### src/rtl/ld_rs.sv
// ld_rs: load-unit reservation station; buffers LD/LDR ops, snoops the CDB,
// issues one operand-complete op per cycle and frees entries on their CDB result.
module ld_rs #(
  parameter int         NUM_ENTRIES = 4,
  parameter logic [5:0] RS_BASE     = 6'd0
) (
  input  logic        clk,
  input  logic        rst_n,
  input  logic        disp_valid,
  input  logic [3:0]  disp_op,
  input  logic        disp_rdy0,
  input  logic [5:0]  disp_tag0,
  input  logic [15:0] disp_val0,
  input  logic        disp_rdy1,
  input  logic [5:0]  disp_tag1,
  input  logic [15:0] disp_val1,
  output logic        disp_ready,
  output logic [5:0]  disp_rs_num,
  input  logic        cdb_valid,
  input  logic [5:0]  cdb_rs_num,
  input  logic [15:0] cdb_data,
  input  logic        ld_busy,
  output logic        valid,
  output logic [5:0]  rs_num,
  output logic [3:0]  op,
  output logic [15:0] val0,
  output logic [15:0] val1
);
  localparam int IW = (NUM_ENTRIES > 1) ? $clog2(NUM_ENTRIES) : 1;
  typedef enum logic [1:0] {S_FREE, S_WAIT, S_READY, S_ISSUED} state_t;
  state_t                 r_state [NUM_ENTRIES];
  state_t                 w_state_nx [NUM_ENTRIES];
  logic [3:0]             r_op [NUM_ENTRIES];
  logic                   r_rdy0 [NUM_ENTRIES];
  logic                   r_rdy1 [NUM_ENTRIES];
  logic [5:0]             r_tag0 [NUM_ENTRIES];
  logic [5:0]             r_tag1 [NUM_ENTRIES];
  logic [15:0]            r_val0 [NUM_ENTRIES];
  logic [15:0]            r_val1 [NUM_ENTRIES];
  logic [NUM_ENTRIES-1:0] w_m0, w_m1, w_load;
  logic [IW-1:0]          w_free_idx, w_rdy_idx;
  logic                   w_has_free, w_has_rdy, w_accept, w_issue, w_is_ld;
  logic                   w_d_rdy0, w_d_rdy1;
  logic [15:0]            w_d_val0, w_d_val1;
  always_comb begin
    w_has_free = 1'b0;
    w_free_idx = '0;
    w_has_rdy  = 1'b0;
    w_rdy_idx  = '0;
    for (int i = NUM_ENTRIES - 1; i >= 0; i--) begin
      if (r_state[i] == S_FREE) begin
        w_has_free = 1'b1;
        w_free_idx = IW'(i);
      end
      if (r_state[i] == S_READY) begin
        w_has_rdy = 1'b1;
        w_rdy_idx = IW'(i);
      end
    end
  end
  assign disp_ready  = w_has_free;
  assign disp_rs_num = RS_BASE + 6'(w_free_idx);
  assign w_accept    = disp_valid && w_has_free;
  assign w_issue     = w_has_rdy && !ld_busy;
  assign w_is_ld     = disp_op == 4'd4;
  // A dispatch waiting on the tag being broadcast this cycle captures it directly.
  assign w_d_rdy0 = disp_rdy0 || (cdb_valid && cdb_rs_num == disp_tag0);
  assign w_d_rdy1 = w_is_ld || disp_rdy1 || (cdb_valid && cdb_rs_num == disp_tag1);
  assign w_d_val0 = disp_rdy0 ? disp_val0 : cdb_data;
  assign w_d_val1 = w_is_ld ? 16'h0 : disp_rdy1 ? disp_val1 : cdb_data;
  always_comb begin
    w_m0   = '0;
    w_m1   = '0;
    w_load = '0;
    for (int i = 0; i < NUM_ENTRIES; i++) begin
      w_m0[i]   = r_state[i] == S_WAIT && !r_rdy0[i] && cdb_valid && cdb_rs_num == r_tag0[i];
      w_m1[i]   = r_state[i] == S_WAIT && !r_rdy1[i] && cdb_valid && cdb_rs_num == r_tag1[i];
      w_load[i] = r_state[i] == S_FREE && w_accept && w_free_idx == IW'(i);
      w_state_nx[i] =
        w_load[i] ? ((w_d_rdy0 && w_d_rdy1) ? S_READY : S_WAIT) :
        (r_state[i] == S_WAIT && (r_rdy0[i] || w_m0[i]) && (r_rdy1[i] || w_m1[i])) ? S_READY :
        (r_state[i] == S_READY && w_issue && w_rdy_idx == IW'(i)) ? S_ISSUED :
        (r_state[i] == S_ISSUED && cdb_valid && cdb_rs_num == RS_BASE + 6'(i)) ? S_FREE :
        r_state[i];
    end
  end
  always_ff @(posedge clk or negedge rst_n) begin
    if (!rst_n) begin
      for (int i = 0; i < NUM_ENTRIES; i++) r_state[i] <= S_FREE;
    end else begin
      for (int i = 0; i < NUM_ENTRIES; i++) r_state[i] <= w_state_nx[i];
    end
  end
  always_ff @(posedge clk or negedge rst_n) begin
    if (!rst_n) begin
      for (int i = 0; i < NUM_ENTRIES; i++) begin
        r_op[i]   <= '0;
        r_rdy0[i] <= 1'b0;
        r_rdy1[i] <= 1'b0;
        r_tag0[i] <= '0;
        r_tag1[i] <= '0;
        r_val0[i] <= '0;
        r_val1[i] <= '0;
      end
      valid  <= 1'b0;
      rs_num <= '0;
      op     <= '0;
      val0   <= '0;
      val1   <= '0;
    end else begin
      for (int i = 0; i < NUM_ENTRIES; i++) begin
        if (w_load[i]) begin
          r_op[i]   <= disp_op;
          r_rdy0[i] <= w_d_rdy0;
          r_rdy1[i] <= w_d_rdy1;
          r_tag0[i] <= disp_tag0;
          r_tag1[i] <= disp_tag1;
          r_val0[i] <= w_d_val0;
          r_val1[i] <= w_d_val1;
        end else begin
          if (w_m0[i]) begin
            r_rdy0[i] <= 1'b1;
            r_val0[i] <= cdb_data;
          end
          if (w_m1[i]) begin
            r_rdy1[i] <= 1'b1;
            r_val1[i] <= cdb_data;
          end
        end
      end
      valid <= w_issue;
      if (w_issue) begin
        rs_num <= RS_BASE + 6'(w_rdy_idx);
        op     <= r_op[w_rdy_idx];
        val0   <= r_val0[w_rdy_idx];
        val1   <= r_val1[w_rdy_idx];
      end
    end
  end
  assert property (@(posedge clk) disable iff (!rst_n) w_accept |-> (disp_op == 4'd4 || disp_op == 4'd5))
    else $error("ld_rs: illegal dispatch opcode %0d", disp_op);
endmodule

### config.mk
export PLATFORM = sky130hd
export DESIGN_NAME = ld_rs
export DESIGN_NICKNAME = d
export VERILOG_FILES = /design/src/rtl/ld_rs.sv
export SDC_FILE = /design/constraint.sdc
export NUM_CORES = 1
export LEC_CHECK = 0
export ABC_AREA = 1
export CAP_MARGIN = 20
export CORE_ASPECT_RATIO = 1.25
export CORE_UTILIZATION = 55
export CTS_CLUSTER_DIAMETER = 120
export DETAILED_ROUTE_END_ITERATION = 8
export GPL_TIMING_DRIVEN = 0
export PLACE_DENSITY = 0.77
export SYNTH_ARGS = -nofsm -noshare
export SYNTH_HDL_FRONTEND = slang
export SYNTH_SLANG_ARGS = --single-unit
### constraint.sdc
create_clock -name clk -period 4.6 [get_ports clk]
set_clock_uncertainty 0.15 [all_clocks]
set_input_delay 0.46 -clock clk [delete_from_list [all_inputs] [get_ports clk]]
set_output_delay 0.46 -clock clk [all_outputs]
set_load 0.1 [all_outputs]
### Word-level counts from Yosys, hierarchy flattened

Cells that the tools add are included.
W data, S select, Z words.

* bits in latches: 0
* memories kept: 0
* flip-flop bits (word level): 247
* output and inout bits: 50
* input bits: 77
* ROM bits: 0
* bits in writable memories: 0

* $lt $le $gt $ge: 1
* shifts and indexed selects: 0
* reductions and logical operators: 100
* div/mod/pow operators: 0
* multiply operators: 0
* eq/ne operators: 32
* multiplexer cells: 77
* $add $sub $neg: 0
* bitwise operators: 1

Operators with widths (count)
* $mux W16: 23
* $bmux W16 S2: 2
* $logic_and A1 B1 Y1: 61
* $eq A6 B6 Y1: 10
* $mux W2: 25
* $eq A2 B2 Y1 const B: 12
* $mux W1: 24
* $reduce_bool A2 Y1: 8
* $reduce_bool A4 Y1: 4
* $eq A2 B1 Y1 const B: 6
* $eq A6 B2 Y1 const B: 2
* $logic_not A2 Y1: 6
* $logic_or A1 B1 Y1: 11
* $logic_not A1 Y1: 9
* $bmux W4 S2: 1
* $mux W4: 2
* $eq A6 B1 Y1 const B: 1
* $logic_not A6 Y1: 1
* $eq A4 B3 Y1 const B: 1
* $ge A3 B3 Y1 const B: 1
* $not A2 Y3: 1

### Longest topological paths before layout

* depth after elaboration: 11
* depth in mapped cells: 11
* gate-level depth less buffers: 11

### Worst setup path before layout

OpenSTA, ideal clock, no wires.

* path type: reg-to-output
* start: register r_state[5] (netlist bit)
* end: output port disp_rs_num[0]
* slack: 1.860 ns
* arrival time: 2.130 ns
* cell stages (with the launch flop): 4
* buffers on the path: 0
* cells stage by stage: dfrtp_1 > nor2_2 > inv_1 > a21oi_1

* cells in the longest elaborated chain, start to end: 3

Ends and longest elaborated chain
* start, declared: RTL line 31 `state_t r_state [NUM_ENTRIES];`
* $logic_not A2 Y1: RTL line 51 `if (r_state[i] == S_FREE) begin`
* $mux W2 (2 in series): RTL line 51
* end, declared: RTL line 18 `output logic [5:0] disp_rs_num,`

No other way between the ends.

### Worst setup path in the final report

* start: register r_state[0] (netlist bit)
* end: output port disp_rs_num[1]

* cells in the longest elaborated chain, start to end: 5

Ends and longest elaborated chain (RTL line)
* $logic_not A2 Y1: 51
* $mux W2 (4 in series): 51

No other way between the ends.

==> metrics.txt <==
vertical extent of the die 174 microns; share of total power in sequential cells 30.8%; H-tree level count 1; clock sink total 247; initial core utilization 56.3%; total gr overflow 0; kind of end point of the critical path output pin; count of unique library cells instantiated by Yosys 35; dominant cell type by area after synthesis dfrtp_1; number of buffers on the longest clock path 3; most frequent cells in the layout 358 x nand2_1, 313 x o21ai_0, 247 x dfrtp_1, 185 x inv_1, 143 x nor2_1; Combinational Power Share 51.9%; most common library cell in the layout ignoring fill and taps nand2_1; Min-Delay Path Class input pin to asynchronous set/reset pin; Seq cells post-synth 247; maximum number of pins on one net before global-route repair 102; 1st-iter DRT viols 1291; total power 12.4 mW; leading cell types by total area after synthesis dfrtp_1 48%, o21ai_0 12%, nand2_1 10%; total routing resource utilization after global routing 43.4%; outcome complete, no violations; final HPWL from detailed placement 39.0 mm; unrepaired setup endpoints after global routing false; number of rows created at floorplan 62; number of maximum-capacitance constraint violations 0; Peak Freq 304 MHz; number of global-route vias before repair 13319; share of post-route cells with drive strength above 1 8.02%; final-stage net count 1921; cell area power density 802 nW/um^2; final-report setup violation count 0; largest fanout on the critical path 5; transition at the pin with the smallest max-transition slack 1000 ps; Leakage 7.33 nW; global-route wire length before repair 78.0 mm; total via count after detailed routing 13255; shortest clock period the worst path allows after layout 3290 ps; Sw Pwr 6.12 mW; post-route standard cell area excluding fillers 15500 sq um; area added between synthesis and finish 19.1%; instance area at placement 14600 sq um; area fraction of the dominant cell type after synthesis 47.5%; count of input and output buffers 118; core area 23100 sq um; final sum of negative setup slack 0 ps; Final Routed Wirelength 51.9 mm; warnings from Yosys 0; number of vias per cell after detailed routing 6.17; Mapped Cells 1688; relative max-transition margin 32.9%; Final Max Slew Viols 0; TritonCTS clock tree yes; insertion delay to the later sink of the worst-skew pair 550 ps; Hold WS 308 ps; DRT antenna net count 0; Final GP Congestion 0.992; fraction of power consumed by the clock network 17.3%; DRC violations left 0; Critical Path AT 2680 ps; Final Cycle Share 71.5%; switching fraction of total power 49.2%; worst setup path category flip-flop to output pin; final count of hold timing violations 0; total I/O pin count 127; die outline width 140 microns; Critical Path Source Type flip-flop; total iterations of the first detailed-routing run 8; clk root buf clkbuf_16; internal portion of total power 6.31 mW; detail-routed net length per standard cell 24.2 microns; Inserted Diodes 0; required time of the worst setup path 3990 ps; syn_area_per_cell 7.71 sq um; sequential cell area fraction in the yosys report 47.5%; clock buffers created by TritonCTS 25; synthesized cell area 13000 sq um; CTS clk-pin slew, worst paths 60 ps; Max rail drop VDD 1060 uV; Die Area 24300 sq um; antenna violations before repair 1
==> metrics by stage <==
step	instances	setup slack [ps]	util, %
4_1_cts	2146	1340	67.0
3_3_place_gp	2101	-7650	63.1
6_report	2147	1310	67.0
3_5_place_dp	2103	1560	63.3
5_1_grt	2147	1250	67.0
2_1_floorplan	1695	1860	-
==> power by group through the flow <==
| stage | logic [mW] | clock network [mW] | registers (mW) |
|---|---|---|---|
| 3_3_place_gp | 6.11 | 0 | 3.78 |
| 3_5_place_dp | 6.27 | 0 | 3.82 |
| 5_1_grt | 6.90 | 2.22 | 3.91 |
| 4_1_cts | 6.31 | 2.14 | 3.79 |
| 2_1_floorplan | 3.21 | 0 | 4.90 |
| 6_report | 6.45 | 2.15 | 3.82 |
==> cell usage after synthesis <==
cell type / count
o21ai_2: 2
clkinv_2: 1
nand3_1: 54
nand4_2: 1
conb_1: 1
o221ai_1: 43
o21bai_1: 16
xnor2_1: 30
inv_2: 8
nor2b_1: 1
a21oi_1: 73
inv_1: 185
nor2_2: 3
nor2_1: 143
buf_4: 20
nand2_1: 358
a31oi_1: 37
o211ai_1: 1
o21ai_1: 28
nand4_1: 11
nor3_4: 1
buf_1: 2
buf_2: 54
nor3_1: 5
buf_6: 6
nand2_2: 6
dfrtp_1: 247
o21ai_0: 313
nor4_1: 2
nand2_4: 1
clkbuf_1: 31
o22ai_1: 1
a21oi_2: 1
nor2_4: 1
xor2_1: 1
==> timing repair <==
item | 4_1_cts | 5_1_grt
buffers inserted | 0 | 0
hold buffers | 1 | 0
hold endpoints to repair | 72 | 0
resized for setup | 0 | 0
==> worst max-delay path, cell delays in order, from the launching register on <==
cell	delay (ps)
dfrtp_1	450
nor2_1	250
a21oi_1	100
inv_1	60
nand2_1	60
inv_2	90
clkdlybuf4s50_1	1130
==> state kept, by name (all words and copies together), names as in the netlist <==
signal   flops
val0        16
r_tag0      24
r_rdy0       4
rs_num       2
r_op        16
op           4
r_val1      64
r_state      8
val1        16
r_tag1      24
r_val0      64
r_rdy1       4
valid        1
==> metal layers <==
| metal | vias up | routed length [microns] | GRT usage (%) |
|---|---|---|---|
| met2 | 822 | 24800 | 72.1 |
| met5 | - | 0 | 0 |
| met1 | 6328 | 18400 | 50.1 |
| met3 | 245 | 3790 | 5.51 |
| li1 | 5860 | - | - |
| met4 | 0 | 4900 | 36.8 |
==> worst paths after layout <==
path                                   startpoint                endpoint  slack, ps  depth (start not counted)
setup / recovery           r_state[0]$_DFFE_PN0P_          disp_rs_num[1]       1310                          6
hold / removal                              rst_n  r_val0[39]$_DFFE_PN0P_        310                          2
setup reg to reg           r_state[2]$_DFFE_PN0P_     val0[1]$_DFFE_PN0N_       1940                          8
hold reg to reg            r_val1[54]$_DFFE_PN0P_  r_val1[54]$_DFFE_PN0P_        330                          2
max in group asynchronous                   rst_n  r_state[4]$_DFFE_PN0P_       2640                          4
min in group clk           r_val1[54]$_DFFE_PN0P_  r_val1[54]$_DFFE_PN0P_        330                          2
==> logic make-up after synthesis <==
family | Yosys count | synth area share (%)
other | 1 | 0.0288
DFF | 247 | 47.5
buffers and inverters | 307 | 10.3
and+or+nand+nor | 587 | 18.2
xor gates and xnor gates | 31 | 2.09
AOI/OAI and AO/OA | 515 | 21.8
==> area by class of cell <==
| class | count | area (sq um) |
|---|---|---|
| buffer | 113 | 612 |
| clock buffer | 29 | 661 |
| inverter | 194 | 729 |
| clock inverter | 13 | 175 |
| tap | 288 | 360 |
| multi-input combinational | 1141 | 5510 |
| timing repair buffer | 122 | 1260 |
| fill | 1981 | 7630 |
| sequential | 247 | 6180 |
No activity file was read; power rests on OpenSTA's default activity.
